===== src/rtl/eth_pkg.sv =====
// Shared constants and state encoding for the Ethernet RX demultiplexer.
package eth_pkg;

  localparam int          ETH_HDR_LEN = 14;
  localparam logic [15:0] ETYPE_IP    = 16'h0800;
  localparam logic [15:0] ETYPE_ARP   = 16'h0806;
  localparam logic [15:0] ETYPE_RARP  = 16'h8035;
  localparam logic [47:0] BCAST_MAC   = 48'hFFFF_FFFF_FFFF;

  typedef enum logic [1:0] {
    ST_HDR   = 2'd0,
    ST_FWD   = 2'd1,
    ST_DROP  = 2'd2,
    ST_ABORT = 2'd3
  } rx_state_e;

endpackage


===== src/rtl/rx_idle_timer.sv =====
// Idle-cycle counter. It fires a single-cycle expired pulse on the cycle where
// the count has reached all-ones while still enabled, i.e. after 2**W idle cycles.
module rx_idle_timer #(
  parameter int W = 12
) (
  input  logic clk,
  input  logic reset,
  input  logic clr,
  input  logic en,
  output logic expired
);

  logic [W-1:0] cnt_reg;

  // Count enabled idle cycles; the wrap to zero after expiry re-arms the timer.
  always_ff @(posedge clk) begin
    if (reset || clr) begin
      cnt_reg <= '0;
    end else if (en) begin
      cnt_reg <= cnt_reg + 1'b1;
    end
  end

  assign expired = en && (cnt_reg == {W{1'b1}});

endmodule


===== src/rtl/eth_rx_demux.sv =====
// Byte-wide Ethernet RX front end: filters destination MAC, matches EtherType
// against a channel table, strips the 14-byte header and forwards the payload
// to one channel with zero latency. Stalled frames end with an abort beat.
module eth_rx_demux
  import eth_pkg::*;
#(
  parameter int                    NUM_CH     = 2,
  parameter logic [16*NUM_CH-1:0]  ETYPE_LIST = {ETYPE_ARP, ETYPE_IP},
  parameter int                    TIMEOUT_W  = 12,
  parameter int                    CNT_W      = 16
) (
  input  logic              clk,
  input  logic              reset,
  input  logic [47:0]       local_mac,
  input  logic              promisc,
  input  logic [7:0]        s_axis_tdata,
  input  logic              s_axis_tvalid,
  input  logic              s_axis_tlast,
  output logic              s_axis_tready,
  output logic [7:0]        m_axis_tdata,
  output logic [NUM_CH-1:0] m_axis_tvalid,
  output logic              m_axis_tlast,
  output logic              m_axis_tuser,
  input  logic [NUM_CH-1:0] m_axis_tready,
  output logic [CNT_W-1:0]  frame_cnt,
  output logic [CNT_W-1:0]  drop_cnt,
  output logic [CNT_W-1:0]  abort_cnt
);

  localparam int         SEL_W    = (NUM_CH > 1) ? $clog2(NUM_CH) : 1;
  localparam logic [3:0] HDR_LAST = 4'(ETH_HDR_LEN - 1);

  rx_state_e         state_reg;
  logic [3:0]        hdr_cnt_reg;
  logic              ucast_ok_reg, bcast_ok_reg;
  logic [7:0]        etype_hi_reg;
  logic [SEL_W-1:0]  sel_reg;
  logic [CNT_W-1:0]  frame_cnt_reg, drop_cnt_reg, abort_cnt_reg;

  logic              s_xfer;
  logic [7:0]        mac_byte;
  logic              ucast_ok_next, bcast_ok_next, mac_ok;
  logic [15:0]       etype_now;
  logic [NUM_CH-1:0] etype_hit, sel_onehot;
  logic              any_hit;
  logic [SEL_W-1:0]  hit_idx;
  logic              timer_active, timer_en, timer_clr, timeout;

  assign s_xfer = s_axis_tvalid && s_axis_tready;

  // Pick the local MAC byte that lines up with the current header position.
  always_comb begin
    mac_byte = '0;
    for (int i = 0; i < 6; i++) begin
      if (hdr_cnt_reg == 4'(i)) mac_byte = local_mac[8*(5-i) +: 8];
    end
  end

  // Unicast and broadcast matches are tracked separately so an all-FF frame survives.
  assign ucast_ok_next = ((hdr_cnt_reg == 4'd0) ? 1'b1 : ucast_ok_reg) && (s_axis_tdata == mac_byte);
  assign bcast_ok_next = ((hdr_cnt_reg == 4'd0) ? 1'b1 : bcast_ok_reg) && (s_axis_tdata == BCAST_MAC[7:0]);
  assign mac_ok        = ucast_ok_reg || bcast_ok_reg || promisc;

  // The low EtherType byte is still on the bus at header byte 13.
  assign etype_now = {etype_hi_reg, s_axis_tdata};

  for (genvar gi = 0; gi < NUM_CH; gi++) begin : g_ch
    assign etype_hit[gi]  = (etype_now == ETYPE_LIST[16*gi +: 16]);
    assign sel_onehot[gi] = (sel_reg == SEL_W'(gi));
  end

  // Priority encoder: the lowest-numbered matching channel wins.
  always_comb begin
    hit_idx = '0;
    for (int i = NUM_CH - 1; i >= 0; i--) begin
      if (etype_hit[i]) hit_idx = SEL_W'(i);
    end
  end
  assign any_hit = |etype_hit;

  // Idle timing only matters once a frame has started.
  assign timer_active = (state_reg == ST_FWD) || (state_reg == ST_DROP) ||
                        ((state_reg == ST_HDR) && (hdr_cnt_reg != 4'd0));
  assign timer_en  = timer_active && !s_axis_tvalid;
  assign timer_clr = !timer_active || s_axis_tvalid;

  rx_idle_timer #(.W(TIMEOUT_W)) u_idle_timer (
    .clk     (clk),
    .reset   (reset),
    .clr     (timer_clr),
    .en      (timer_en),
    .expired (timeout)
  );

  // Frame-level state machine: header parse, forward, drop, abort, plus statistics.
  always_ff @(posedge clk) begin
    if (reset) begin
      state_reg     <= ST_HDR;
      hdr_cnt_reg   <= '0;
      ucast_ok_reg  <= 1'b0;
      bcast_ok_reg  <= 1'b0;
      etype_hi_reg  <= '0;
      sel_reg       <= '0;
      frame_cnt_reg <= '0;
      drop_cnt_reg  <= '0;
      abort_cnt_reg <= '0;
    end else begin
      case (state_reg)
        ST_HDR: begin
          if (timeout) begin
            hdr_cnt_reg   <= '0;
            abort_cnt_reg <= abort_cnt_reg + 1'b1;
          end else if (s_xfer) begin
            if (hdr_cnt_reg < 4'd6) begin
              ucast_ok_reg <= ucast_ok_next;
              bcast_ok_reg <= bcast_ok_next;
            end
            if (hdr_cnt_reg == 4'd12) etype_hi_reg <= s_axis_tdata;
            if ((hdr_cnt_reg == HDR_LAST) && mac_ok && any_hit) sel_reg <= hit_idx;
            if (s_axis_tlast) begin
              hdr_cnt_reg  <= '0;
              drop_cnt_reg <= drop_cnt_reg + 1'b1;
            end else if (hdr_cnt_reg == HDR_LAST) begin
              hdr_cnt_reg <= '0;
              state_reg   <= (mac_ok && any_hit) ? ST_FWD : ST_DROP;
            end else begin
              hdr_cnt_reg <= hdr_cnt_reg + 1'b1;
            end
          end
        end
        ST_FWD: begin
          if (timeout) begin
            state_reg     <= ST_ABORT;
            abort_cnt_reg <= abort_cnt_reg + 1'b1;
          end else if (s_xfer && s_axis_tlast) begin
            state_reg     <= ST_HDR;
            frame_cnt_reg <= frame_cnt_reg + 1'b1;
          end
        end
        ST_DROP: begin
          if (timeout) begin
            state_reg     <= ST_HDR;
            abort_cnt_reg <= abort_cnt_reg + 1'b1;
          end else if (s_xfer && s_axis_tlast) begin
            state_reg    <= ST_HDR;
            drop_cnt_reg <= drop_cnt_reg + 1'b1;
          end
        end
        ST_ABORT: begin
          if (|(m_axis_tready & sel_onehot)) state_reg <= ST_HDR;
        end
        default: state_reg <= ST_HDR;
      endcase
    end
  end

  // Output steering: pass-through in FWD, fixed terminator beat in ABORT.
  always_comb begin
    s_axis_tready = 1'b0;
    m_axis_tdata  = '0;
    m_axis_tvalid = '0;
    m_axis_tlast  = 1'b0;
    m_axis_tuser  = 1'b0;
    case (state_reg)
      ST_HDR, ST_DROP: s_axis_tready = 1'b1;
      ST_FWD: begin
        m_axis_tdata  = s_axis_tdata;
        m_axis_tvalid = sel_onehot & {NUM_CH{s_axis_tvalid}};
        m_axis_tlast  = s_axis_tlast;
        s_axis_tready = |(m_axis_tready & sel_onehot);
      end
      ST_ABORT: begin
        m_axis_tvalid = sel_onehot;
        m_axis_tlast  = 1'b1;
        m_axis_tuser  = 1'b1;
      end
      default: s_axis_tready = 1'b0;
    endcase
  end

  assign frame_cnt = frame_cnt_reg;
  assign drop_cnt  = drop_cnt_reg;
  assign abort_cnt = abort_cnt_reg;

endmodule


===== config.mk =====
export PLATFORM = sky130hd
export DESIGN_NAME = eth_rx_demux
export DESIGN_NICKNAME = d
export VERILOG_FILES = /design/src/rtl/eth_pkg.sv /design/src/rtl/rx_idle_timer.sv /design/src/rtl/eth_rx_demux.sv
export SDC_FILE = /design/constraint.sdc
export NUM_CORES = 1
export LEC_CHECK = 0
export ABC_AREA = 1
export BUFFER_PORTS_ARGS = -buffer_cell sky130_fd_sc_hd__buf_2
export CAP_MARGIN = 0
export CORE_ASPECT_RATIO = 0.75
export CORE_UTILIZATION = 40
export DETAILED_ROUTE_END_ITERATION = 8
export HOLD_SLACK_MARGIN = 0.08
export PLACE_DENSITY = 0.66
export SYNTH_ARGS = -nofsm -noshare
export SYNTH_HDL_FRONTEND = slang
export SYNTH_SLANG_ARGS = --single-unit

===== constraint.sdc =====
create_clock -name clk -period 1.9 [get_ports clk]
set_input_delay 0.38 -clock clk [delete_from_list [all_inputs] [get_ports clk]]
set_output_delay 0.38 -clock clk [all_outputs]
set_load 0.05 [all_outputs]

==> impl_metrics.tcl <==
set metrics [dict create \
    start_util_pct 41.1 \
    ctsHoldBuffers 0 \
    dp_slack_ns -0.0532 \
    cts_buffer_depth 2 \
    grt_max_degree 33 \
    hold_path.class "in2reg" \
    critPathKind "reg2out" \
    dpl-instance-area_mm2 0.00581 \
    maxCapViolCount 0 \
    crit_arrival_ns 1.48 \
    setup_violations 0 \
    syn_to_final_growth_pct 34.7 \
    slew_headroom_pct 68.4 \
    avgSynthCellArea_um2 6.50 \
    p_leak_nw 2.91 \
    p_per_area_mw_per_mm2 716 \
    ys_warn_count 0 \
    fin_crit_sh_pct 97.7 \
    layout_setup_ws_ns 0.0435 \
    synth_cell_types 46 \
    instances_no_fill 1062 \
    r2r_cells 12 \
    synth.top_cell.area_share_pct 32.4 \
    regArea_mm2 0.00155 \
    die_w_um 128 \
    drc_errors 0 \
    hold_viol 0 \
    holdPathEnd "bcast_ok_reg" \
    rows 34 \
    reg2reg_to "state_reg[1]" \
    cp_slowest_cell "dfxtp_2" \
    yosysSeqAreaShare_pct 32.4 \
    wirelength_um 13100 \
    crit_path_cell_trace "ha_2 -> buf_4 -> a21oi_4 -> nor2_2 -> buf_6" \
    drtAntennaViolNets 0 \
    drive_gt1_share_pct 29.0 \
    clkTransAtPathRegs_ns 0.06 \
    avgRoutedWirePerCell_um 12.3 \
    cp-end-kind "output port" \
    cts_root_buf "clkbuf_16" \
    drt-initial-drc-count 369 \
    multi_input_area_mm2 0.00300 \
    cp_top_family "flip-flops" \
    numCtsBuffers 9 \
    tightest_slew_ns 0.469 \
    die_area_mm2 0.0123 \
    synth_area_leaders "dfxtp_1 (32%), nand2_1 (15%), inv_1 (6.8%)" \
    final_area_mm2 0.00641 \
    vias 5123 \
    status "complete, no violations" \
    drtPass1Iterations 5 \
    grt_pass1_wl_um 20800 \
    synth_fp_nets 803 \
    whs_ns 0.372 \
    final_cell_mix "nand2_1 (190), buf_2 (120), inv_1 (82), dfxtp_1 (69), nor2_1 (66)" \
    reg2reg_slack_ns 0.06 \
    nets 967 \
    setup.worst_path.start_class "register" \
    netlist_area_mm2 0.00476 \
    critPathMaxFanout 5 \
    dp_hpwl_um 10100 \
    fin_skew_ns 0.00574 \
    irDropWorstVdd_mv 0.516 \
    min_period_ns 1.86 \
    fmax_mhz 539 \
    die_y_um 96.5 \
    cts_tree "built" \
    rr_startpoint "state_reg[0]" \
    worstHoldStart "s_axis_tdata[5]" \
    place_congestion 0.881 \
    finalMaxSlewViolations 0 \
    synth_cells 732 \
    routed_via_density 4.82 \
    io_buffers 123 \
    grt_overflow_total 0 \
    whs_path_depth 3 \
    antenna_found_initial 0 \
    path_buf_inv 2 \
    core_area_mm2 0.0116 \
    layout_commonest_cell "nand2_1" \
    clk_latency_ns 0.33 \
    cts.sinks 77 \
    final_util_pct 55.4 \
    slowest_delay_ns 0.41 \
    grt_pass1_vias 4394 \
    yosys_register_bits 77 \
    grt_use_total_pct 21.1 \
    required_ns 1.52 \
    fill_cells 1123 \
    diodes 0 \
    synth_top_area_cell "dfxtp_1" \
    pin_count 124 \
    h-tree-depth 3 \
    dpl.cell_count 1042 \
]
[cell type report]
cell class	instances	area share, %
Multi-Input combinational cell	547	46.8
Sequential cell	77	24.2
Timing Repair Buffer	168	15.3
Inverter	93	5.60
Clock buffer	11	3.79
Tap cell	162	3.16
Clock inverter	4	1.13
[worst max path at each step]
stage,startpoint,cells after the start,endpoint,slack (ns)
6_report,state_reg[0],5,m_axis_tvalid[0],0.04
5_1_grt,u_idle_timer.cnt_reg[1],11,abort_cnt[4],-0.04
3_5_place_dp,state_reg[0],12,drop_cnt[10],-0.05
3_3_place_gp,state_reg[0],12,drop_cnt[10],0.03
2_1_floorplan,state_reg[1],5,m_axis_tlast,-0.12
4_1_cts,state_reg[1],6,m_axis_tlast,-0.004
[synth_stat cells, drive strengths merged]
cell type,count
xnor2,14
inv,92
dfxtp,77
buf,4
a31o,1
nand2,203
a31oi,1
clkinv,1
a21boi,2
or2,9
nor2,83
a211oi,3
nor4,9
o21ai,33
and3,1
ha,8
nand3,52
o211ai,1
nand4,27
a21oi,61
nor3,17
o2111ai,3
clkbuf,11
o21ba,1
xor2,13
nor3b,4
and2,1
[per-layer routing]
metal	GRT usage [%]	wire length (µm)
met1	32.1	6950
met2	30.1	5380
met3	3.80	632
met4	5.10	126
met5	0	0
[logic make-up after synthesis]
| group | count (synthesis) | synth area share (%) |
|---|---|---|
| fa+ha+maj | 8 | 2.10 |
| flops | 77 | 32.4 |
| compound gates | 106 | 12.5 |
| xor+xnor | 27 | 4.97 |
| buf+inv | 108 | 8.81 |
| simple gates | 406 | 39.3 |
[worst reg2reg max path: cells and delay by family, from the launching register on]
kind,cells,cell delay (ns)
compound gates,2,0.20
fa+ha+maj,1,0.16
simple gates,6,0.61
buf+inv,3,0.33
flops,1,0.41
[stage by stage]
stage / total power [mW] / TNS, ns
3_5_place_dp: 2.74 / -0.266
2_1_floorplan: 2.40 / -0.119
5_1_grt: 4.83 / -0.0910
4_1_cts: 4.57 / -0.00371
6_report: 4.59 / 0
3_3_place_gp: 2.74 / 0
[what timing repair did]
action                                  4_1_cts  5_1_grt
gates resized for setup                      14       55
pin swaps                                     0       12
hold endpoints to repair                      0        0
cloned                                        0        1
setup buffers                                 0        4
endpoints found under the setup margin       18       54
[power breakdown]
group	switching [mW]	leakage, nW	internal, mW
clock network	0.631	0.152	1.18
logic	0.685	2.13	0.405
registers	0.0428	0.625	1.65
total	1.36	2.91	3.23
Note: power is estimated with default switching activity, not from simulation.
